<file path="config.mk">
export PLATFORM = sky130hd
export DESIGN_NAME = branch_fb_sched
export DESIGN_NICKNAME = d
export VERILOG_FILES = /design/src/rtl/core.sv /design/src/rtl/branch_fb_sched.sv
export SDC_FILE = /design/constraint.sdc
export NUM_CORES = 1
export LEC_CHECK = 0
export ABC_AREA = 1
export BUFFER_PORTS_ARGS = -buffer_cell sky130_fd_sc_hd__buf_2
export CAP_MARGIN = 15
export CORE_UTILIZATION = 25
export DETAILED_ROUTE_END_ITERATION = 16
export GPL_TIMING_DRIVEN = 0
export PLACE_DENSITY = 0.48
export SYNTH_ARGS = -nofsm -noshare
export SYNTH_HDL_FRONTEND = slang
export SYNTH_SLANG_ARGS = --single-unit
</file>
<file path="constraint.sdc">
create_clock -name clk -period 27.3 [get_ports clk]
set_input_delay 5.46 -clock clk [delete_from_list [all_inputs] [get_ports clk]]
set_output_delay 5.46 -clock clk [all_outputs]
set_load 0.01 [all_outputs]
</file>
<file path="src/rtl/core.sv">
// Shared core types used by the branch feedback path and the predictor.
package core;

  localparam int peval_width = 2;

  typedef struct packed {
    logic        valid;
    logic [31:0] base_pc;
    logic        branch_taken;
  } branch_pred_fb_t;

endpackage

</file>
<file path="src/rtl/branch_fb_sched.sv">
// Collects per-lane branch resolutions into a FIFO and serializes them,
// one per cycle, toward the branch predictor.
module branch_fb_sched #(
  parameter int fifo_depth = 8
) (
  input  logic                            clk,
  input  logic                            rst,
  input  logic                            flush,
  input  logic                            hold,
  input  core::branch_pred_fb_t           res [core::peval_width],
  output logic                            res_ready,
  output core::branch_pred_fb_t           fb,
  output logic                            pred_en,
  output logic [$clog2(fifo_depth):0]     occupancy
);

  localparam int PTR_W = $clog2(fifo_depth);
  localparam int CNT_W = PTR_W + 1;

  typedef logic [PTR_W-1:0] ptr_t;
  typedef logic [CNT_W-1:0] cnt_t;

  core::branch_pred_fb_t mem_q [fifo_depth];
  core::branch_pred_fb_t mem_d [fifo_depth];
  ptr_t                  wr_ptr_q, wr_ptr_d;
  ptr_t                  rd_ptr_q, rd_ptr_d;
  cnt_t                  cnt_q, cnt_d;
  core::branch_pred_fb_t fb_q, fb_d;
  cnt_t                  n_enq;
  logic                  do_deq;

  // Room for a full lane group is judged from registered state only, so
  // upstream can act on res_ready without a combinational loop through res.
  assign res_ready = (cnt_t'(fifo_depth) - cnt_q) >= cnt_t'(core::peval_width);
  assign pred_en   = !hold;
  assign occupancy = cnt_q;
  assign fb        = fb_q;

  always_comb begin
    mem_d    = mem_q;
    wr_ptr_d = wr_ptr_q;
    rd_ptr_d = rd_ptr_q;
    cnt_d    = cnt_q;
    fb_d     = '0;
    n_enq    = '0;
    do_deq   = 1'b0;
    if (flush) begin
      wr_ptr_d = '0;
      rd_ptr_d = '0;
      cnt_d    = '0;
    end else begin
      do_deq = !hold && (cnt_q != '0);
      if (do_deq) begin
        fb_d       = mem_q[rd_ptr_q];
        fb_d.valid = 1'b1;
        rd_ptr_d   = rd_ptr_q + ptr_t'(1);
      end
      // Compact valid lanes in ascending order; the write pointer advances
      // only on valid lanes so holes never reach the predictor.
      if (res_ready) begin
        for (int i = 0; i < core::peval_width; i++) begin
          if (res[i].valid) begin
            mem_d[wr_ptr_d] = res[i];
            wr_ptr_d        = wr_ptr_d + ptr_t'(1);
            n_enq           = n_enq + cnt_t'(1);
          end
        end
      end
      cnt_d = cnt_q + n_enq - cnt_t'(do_deq);
    end
  end

  always_ff @(posedge clk or posedge rst) begin
    if (rst) begin
      mem_q    <= '{default: '0};
      wr_ptr_q <= '0;
      rd_ptr_q <= '0;
      cnt_q    <= '0;
      fb_q     <= '0;
    end else begin
      mem_q    <= mem_d;
      wr_ptr_q <= wr_ptr_d;
      rd_ptr_q <= rd_ptr_d;
      cnt_q    <= cnt_d;
      fb_q     <= fb_d;
    end
  end

endmodule

</file>
==> results of run 1 <==
==> path summary, 6_finish.rpt <==
| path | start | end | slack, ns |
|---|---|---|---|
| setup / recovery | hold | pred_en | 16.11 |
| hold / removal | mem_q[83] | mem_q[83] | 0.50 |
| setup reg to reg | occupancy[0] | fb[8] | 24.04 |
| hold reg to reg | mem_q[83] | mem_q[83] | 0.50 |
| max in group asynchronous | rst | mem_q[225] | 20.69 |
| min in group asynchronous | rst | mem_q[48] | 4.86 |
==> cell families (layout without fill, tap and decap cells) <==
family          after synthesis  after routing  share of synthesized area (%)
compound gates              240            240                           5.60
flops                       308            308                           35.9
buf+inv                     565            722                           10.9
xor+xnor                      2              2                         0.0815
simple gates               2465           2465                           46.7
other cells                   0              1                              0
fa+ha+maj                    13             13                          0.792
==> synth_stat cells <==
cell type  number
nand2_1      1600
nand3_1       536
dfrtp_1       308
nor2_1        282
o21ai_0       235
inv_1         200
buf_2         144
clkbuf_1       94
inv_2          68
clkbuf_2       32
and2_1         30
clkinv_1       22
ha_1           12
nor2_2          9
a21oi_1         4
buf_1           4
nand2_2         4
and2_0          3
buf_4           1
fa_1            1
nand4_1         1
o21a_1          1
xnor2_1         1
xor2_1          1
==> cell type report <==
class,count,area [um^2],share of cell area (%)
Antenna cell,1,2.50,0.0100
Buffer,275,1260,5.03
Clock buffer,61,1270,5.10
Clock inverter,15,290,1.16
Inverter,290,1100,4.39
Multi-Input combinational cell,2720,11400,45.8
Sequential cell,308,7710,30.9
Tap cell,1144,1430,5.73
Timing Repair Buffer,81,473,1.89
==> critical path: stages <==
cell and delay (ns):
buf_2 0.09, inv_1 0.06, buf_2 0.12
==> metrics by stage <==
stage	setup WS, ns	hold slack [ns]	cells
after CTS	16.10	0.502	4894
after detailed placement	16.10	0.487	4818
after global routing	16.07	0.516	4894
final	16.11	0.501	4895
after global placement	8.14	0.485	4815
after floorplan	13.32	0.466	3593
==> flip-flops by register name, indices dropped and copies added, names as in the netlist <==
name	flops
wr_ptr_q	3
rd_ptr_q	3
occupancy	4
fb	34
mem_q	264
==> per-layer routing <==
layer  vias to the layer above  global-route usage (%)  wire [um]
li1                      11351                       -          -
met1                     11606                    34.2      47700
met2                      1227                    37.3      46300
met3                       239                    3.98       8970
met4                         2                    13.0       6240
met5                         -                       0         13
==> report_power, final <==
part           internal [W]  total, W  switching (W)
combinational      0.000431   0.00147        0.00104
clock              0.000392  0.000641       0.000249
sequential         0.000631  0.000783       0.000152
total               0.00145   0.00290        0.00144
==> out/metrics.yaml, run 1 <==
drt-total-wl_mm: 109
status: "finished clean"
rr_worst_depth: 8
cts_buffers: 43
drt_iter0_markers: 2771
slew_violations: 0
worstMarginPinSlew_ns: 1.22
n_fill_cell: 9679
htreeDepth: 2
drive_gt1_share_pct: 11.0
rsz0062_at_grt: "false"
syn_inst: 3593
synth_top_area_cell: "dfrtp_1"
grt_pass1_wl_mm: 158
power_w: 0.00290
area_delta_synth_final_pct: 16.2
final.period_utilization_pct: 41.0
maxCapViolCount: 0
startpoint_type: "input port"
layout_common_cells: "nand2_1, nand3_1, dfrtp_1"
hp-class: "reg -> reg"
ant_nets: 0
root_buffer: "clkbuf_16"
fin_area_mm2: 0.0250
arrival_ns: 5.73
rows: 107
drc: 0
clock_sinks: 308
clk-insertion-delay-late_ns: 0.62
track_usage_pct: 24.9
io_buffers: 78
io_pins: 112
ys_seq_elements: 308
ys_seq_area_share_pct: 35.9
die_x_um: 295
synth_area_mm2: 0.0215
initial_core_util_pct: 25.2
grt_pass1_vias: 22623
whs_path_depth: 2
cts.path.max_buffers: 3
cts_hold_buf: 0
finClkSkew_ns: 0.0379
syn_nets: 3678
fmax_mhz: 89.3
grt-ovfl-total: 0
hpwl_mm: 75.7
antenna_found_initial: 2
core_mm2: 0.0851
gp_congestion: 0.959
cp.required_ns: 21.84
setup_viol: 0
timing.max_slew.rel_slack_pct: 18.4
die_y_um: 295
cts.repair.resized: 0
grt_max_degree: 114
cts_tree: "yes"
crit_fanout: 2
placed_cell_area_mm2: 0.0234
syn_area_per_cell_um2: 5.98
vdd_ir_drop_max_uv: 52.7
fin_nets: 3804
synth_top_area_share_pct: 35.9
p_per_area_mw_per_mm2: 116
die_area_mm2: 0.0871
p_leak_nw: 13.9
ys_types: 24
layout_commonest_cell: "nand2_1"
fin_util_pct: 29.3
final.min_clock_period_ns: 11.19
final_hold_viol_count: 0
synth-warning-count: 0
cts_setup_buffers: 0
via_per_inst: 4.99
ys_top_cells_by_area: "dfrtp_1, nand2_1, nand3_1, o21ai_0, nor2_1"
path_clk_slew_ns: 0.05
worstSetupPathType: "in -> out"
drtPass1Iterations: 6
vias: 24425
avgRoutedWirePerCell_um: 22.3
cp-end-kind: "primary output"
setup_tns_ns: 0
Note: power is estimated with default switching activity, not from simulation.
==> inputs of run 2 (changes only) <==
--- a/config.mk
+++ b/config.mk
@@ -5,13 +5,13 @@
 export SDC_FILE = /design/constraint.sdc
 export NUM_CORES = 1
 export LEC_CHECK = 0
-export ABC_AREA = 1
+export ABC_AREA = 0
 export BUFFER_PORTS_ARGS = -buffer_cell sky130_fd_sc_hd__buf_2
 export CAP_MARGIN = 15
 export CORE_UTILIZATION = 25
 export DETAILED_ROUTE_END_ITERATION = 16
 export GPL_TIMING_DRIVEN = 0
-export PLACE_DENSITY = 0.48
+export PLACE_DENSITY = 0.49
 export SYNTH_ARGS = -nofsm -noshare
 export SYNTH_HDL_FRONTEND = slang
 export SYNTH_SLANG_ARGS = --single-unit
==> constraint.sdc (replaced) <==
create_clock -name clk -period 11.67 [get_ports clk]
set_input_delay 2.334 -clock clk [delete_from_list [all_inputs] [get_ports clk]]
set_output_delay 2.334 -clock clk [all_outputs]
set_load 0.01 [all_outputs]
==> out/metrics.yaml, run 2 <==
fmax_mhz: 202
worstSetupPathType: "in -> out"
timing.max_slew.rel_slack_pct: 13.9  # -4.5 points
cp-end-kind: "primary output"
maxCapViolCount: 0  # unchanged
synthSimpleGateAreaFrac_pct: 4.59  # -42 points
synth_area_mm2: 0.0163  # -24%
drtPass1Iterations: 5  # -1
worstMarginPinSlew_ns: 1.29  # +0.0723 ns
fin_nets: 1652  # -57%
root_buffer: "clkbuf_16"
synth_fa_ha_area_share_pct: 1.04  # +0.25 points
cp.required_ns: 9.34  # -12.50 ns
gp_congestion: 0.892  # -7.1%
drt_iter0_markers: 1341  # -52%
cts_setup_buffers: 0  # unchanged
placed_cell_area_mm2: 0.0179  # -24%
core_mm2: 0.0645  # -24%
drt-total-wl_mm: 68.3  # -37%
arrival_ns: 2.61  # -3.12 ns
clk-insertion-delay-late_ns: 0.58  # -0.04 ns
synth_edf_count: 0  # unchanged
cts.repair.resized: 0  # unchanged
layout_common_cells: "dfrtp_1, a22oi_1, o2bb2ai_1"
status: "finished clean"
final.period_utilization_pct: 42.4
ant_nets: 0  # unchanged
die_y_um: 257  # -13%
clock_sinks: 308  # unchanged
largest-register: "mem_q"
p_per_area_mw_per_mm2: 282  # +140%
grt_pass1_vias: 14025  # -38%
asyncSetResetFlopFracSynth_pct: 100  # unchanged
ys_seq_area_share_pct: 47.3  # +11 points
die_x_um: 257  # -13%
fin_area_mm2: 0.0192  # -23%
synth_compound_area_share_pct: 27.7  # +22 points
syn_area_per_cell_um2: 11.3  # +88%
cts_hold_buf: 0  # unchanged
drc: 0  # unchanged
vdd_ir_drop_max_uv: 123  # +130%
n_fill_cell: 6718  # -31%
path_clk_slew_ns: 0.06  # about the same
die_area_mm2: 0.0662  # -24%
crit_fanout: 2  # unchanged
final_hold_viol_count: 0  # unchanged
cts_buffers: 38  # -12%
p_leak_nw: 7.72  # -44%
rsz0062_at_grt: "false"
layout_commonest_cell: "dfrtp_1"
yosys_most_used_dff: "dfrtp_1"
io_pins: 112  # unchanged
synth_top_area_cell: "dfrtp_1"
ys_top_cells_by_area: "dfrtp_1, mux4_2, o2bb2ai_1, a22oi_1, o221ai_1"
via_per_inst: 5.64  # +13%
startpoint_type: "input port"
drive_gt1_share_pct: 17.4  # +6.4 points
cts.path.max_buffers: 3  # unchanged
finClkSkew_ns: 0.0359  # -0.00196 ns
grt-ovfl-total: 0  # unchanged
grt_pass1_wl_mm: 99.4  # -37%
setup_viol: 0  # unchanged
muxShareOfSynthArea_pct: 11.4  # +11 points
final.min_clock_period_ns: 4.95
vias: 13831  # -43%
ys_types: 53  # +120%
io_buffers: 72  # -7.7%
syn_inst: 1446  # -60%
synth_top_area_share_pct: 47.3  # +11 points
synth-warning-count: 0  # unchanged
area_delta_synth_final_pct: 18.1
avgRoutedWirePerCell_um: 27.9  # +25%
hpwl_mm: 45.6  # -40%
synthTopCellsByCount: "dfrtp_1, a22oi_1, o2bb2ai_1"
syn_nets: 1531  # -58%
largest_register_ffs: 264  # unchanged
antenna_found_initial: 5  # +3
ys_seq_elements: 308  # unchanged
dp.cells: 2379  # -51%
layout.cells.non_filler: 2453  # -50%
yosysMostFrequentCell: "dfrtp_1"
hp-class: "reg -> reg"
synth-xor-area-share_pct: 0.484  # +0.40 points
synth_top_family_by_area: "compound AO/OA/AOI/OAI gates"
cts_tree: "yes"
slew_violations: 0  # unchanged
htreeDepth: 2  # unchanged
initial_core_util_pct: 25.3  # +0.033 points
rows: 93  # -13%
track_usage_pct: 20.4  # -4.5 points
grt_max_degree: 116  # +1.8%
-- run 2: changes by cell type after synthesis, sizes merged, moves of 87 or more --
cell     change
a22oi      +135
inv        -150
o21ai      -229
nand2     -1566
o2bb2ai    +132
nand3      -534
buf         -87
nor2       -248
-- run 2: worst paths after layout --
kind | startpoint | end | slack [ns] | cells after the start
min in group asynchronous | rst | fb[25] | 1.91 | 2
max | hold | pred_en | 6.72 | 3
max in group asynchronous | rst | fb[6] | 8.21 | 4
max reg2reg | rd_ptr_q[1] | fb[0] | 8.38 | 5
min | mem_q[173] | mem_q[173] | 0.48 | 1
min reg2reg | mem_q[173] | mem_q[173] | 0.48 | 1
-- run 2: metal layers --
metal,GRT usage [%],share of wire [%]
met1,28.0,43
met2,30.2,44
met3,5.40,9.2
met4,7.99,3.6
met5,0.585,0.15
-- run 2: area by class of cell --
| class | instances | area [um^2] | area share, % |
|---|---|---|---|
| antenna | 1 | 2.50 | 0.0130 |
| tap | 855 | 1070 | 5.56 |
| clock inverter | 9 | 98.8 | 0.514 |
| multi-input combinational | 834 | 7350 | 38.2 |
| inverter | 118 | 450 | 2.34 |
| buffer | 186 | 787 | 4.09 |
| sequential | 308 | 7710 | 40.1 |
| timing repair buffer | 81 | 542 | 2.82 |
| clock buffer | 61 | 1220 | 6.35 |
-- run 2: where the power goes --
| group | internal, W | switching [W] |
|---|---|---|
| sequential | 0.00152 | 0.000256 |
| combinational | 0.000925 | 0.00146 |
| clock | 0.000761 | 0.000503 |
-- run 2: cells by family after synthesis --
| group | after synthesis |
|---|---|
| buffers and inverters | 304 |
| adder cells (fa/ha/maj) | 13 |
| AND/OR/NAND/NOR | 144 |
| AO/OA/AOI/OAI | 566 |
| XOR/XNOR | 9 |
| multiplexers | 102 |
| flip-flops | 308 |
-- run 2: metrics by stage --
stage | TNS [ns] | hold slack, ns | power, W | setup slack [ns] | util (%)
floorplan | 0 | 0.451 | 0.00324 | 0.820 | -
global placement | -1078.85 | 0.466 | 0.00405 | -3.56 | 27.5
detailed placement | 0 | 0.468 | 0.00411 | 6.46 | 27.7
CTS | 0 | 0.485 | 0.00540 | 6.72 | 29.7
global route | 0 | 0.493 | 0.00567 | 6.71 | 29.8
finish | 0 | 0.484 | 0.00542 | 6.72 | 29.8
-- run 2: critical path: stages --
cell,delay [ns]
buf_2,0.12
inv_1,0.05
buf_2,0.11
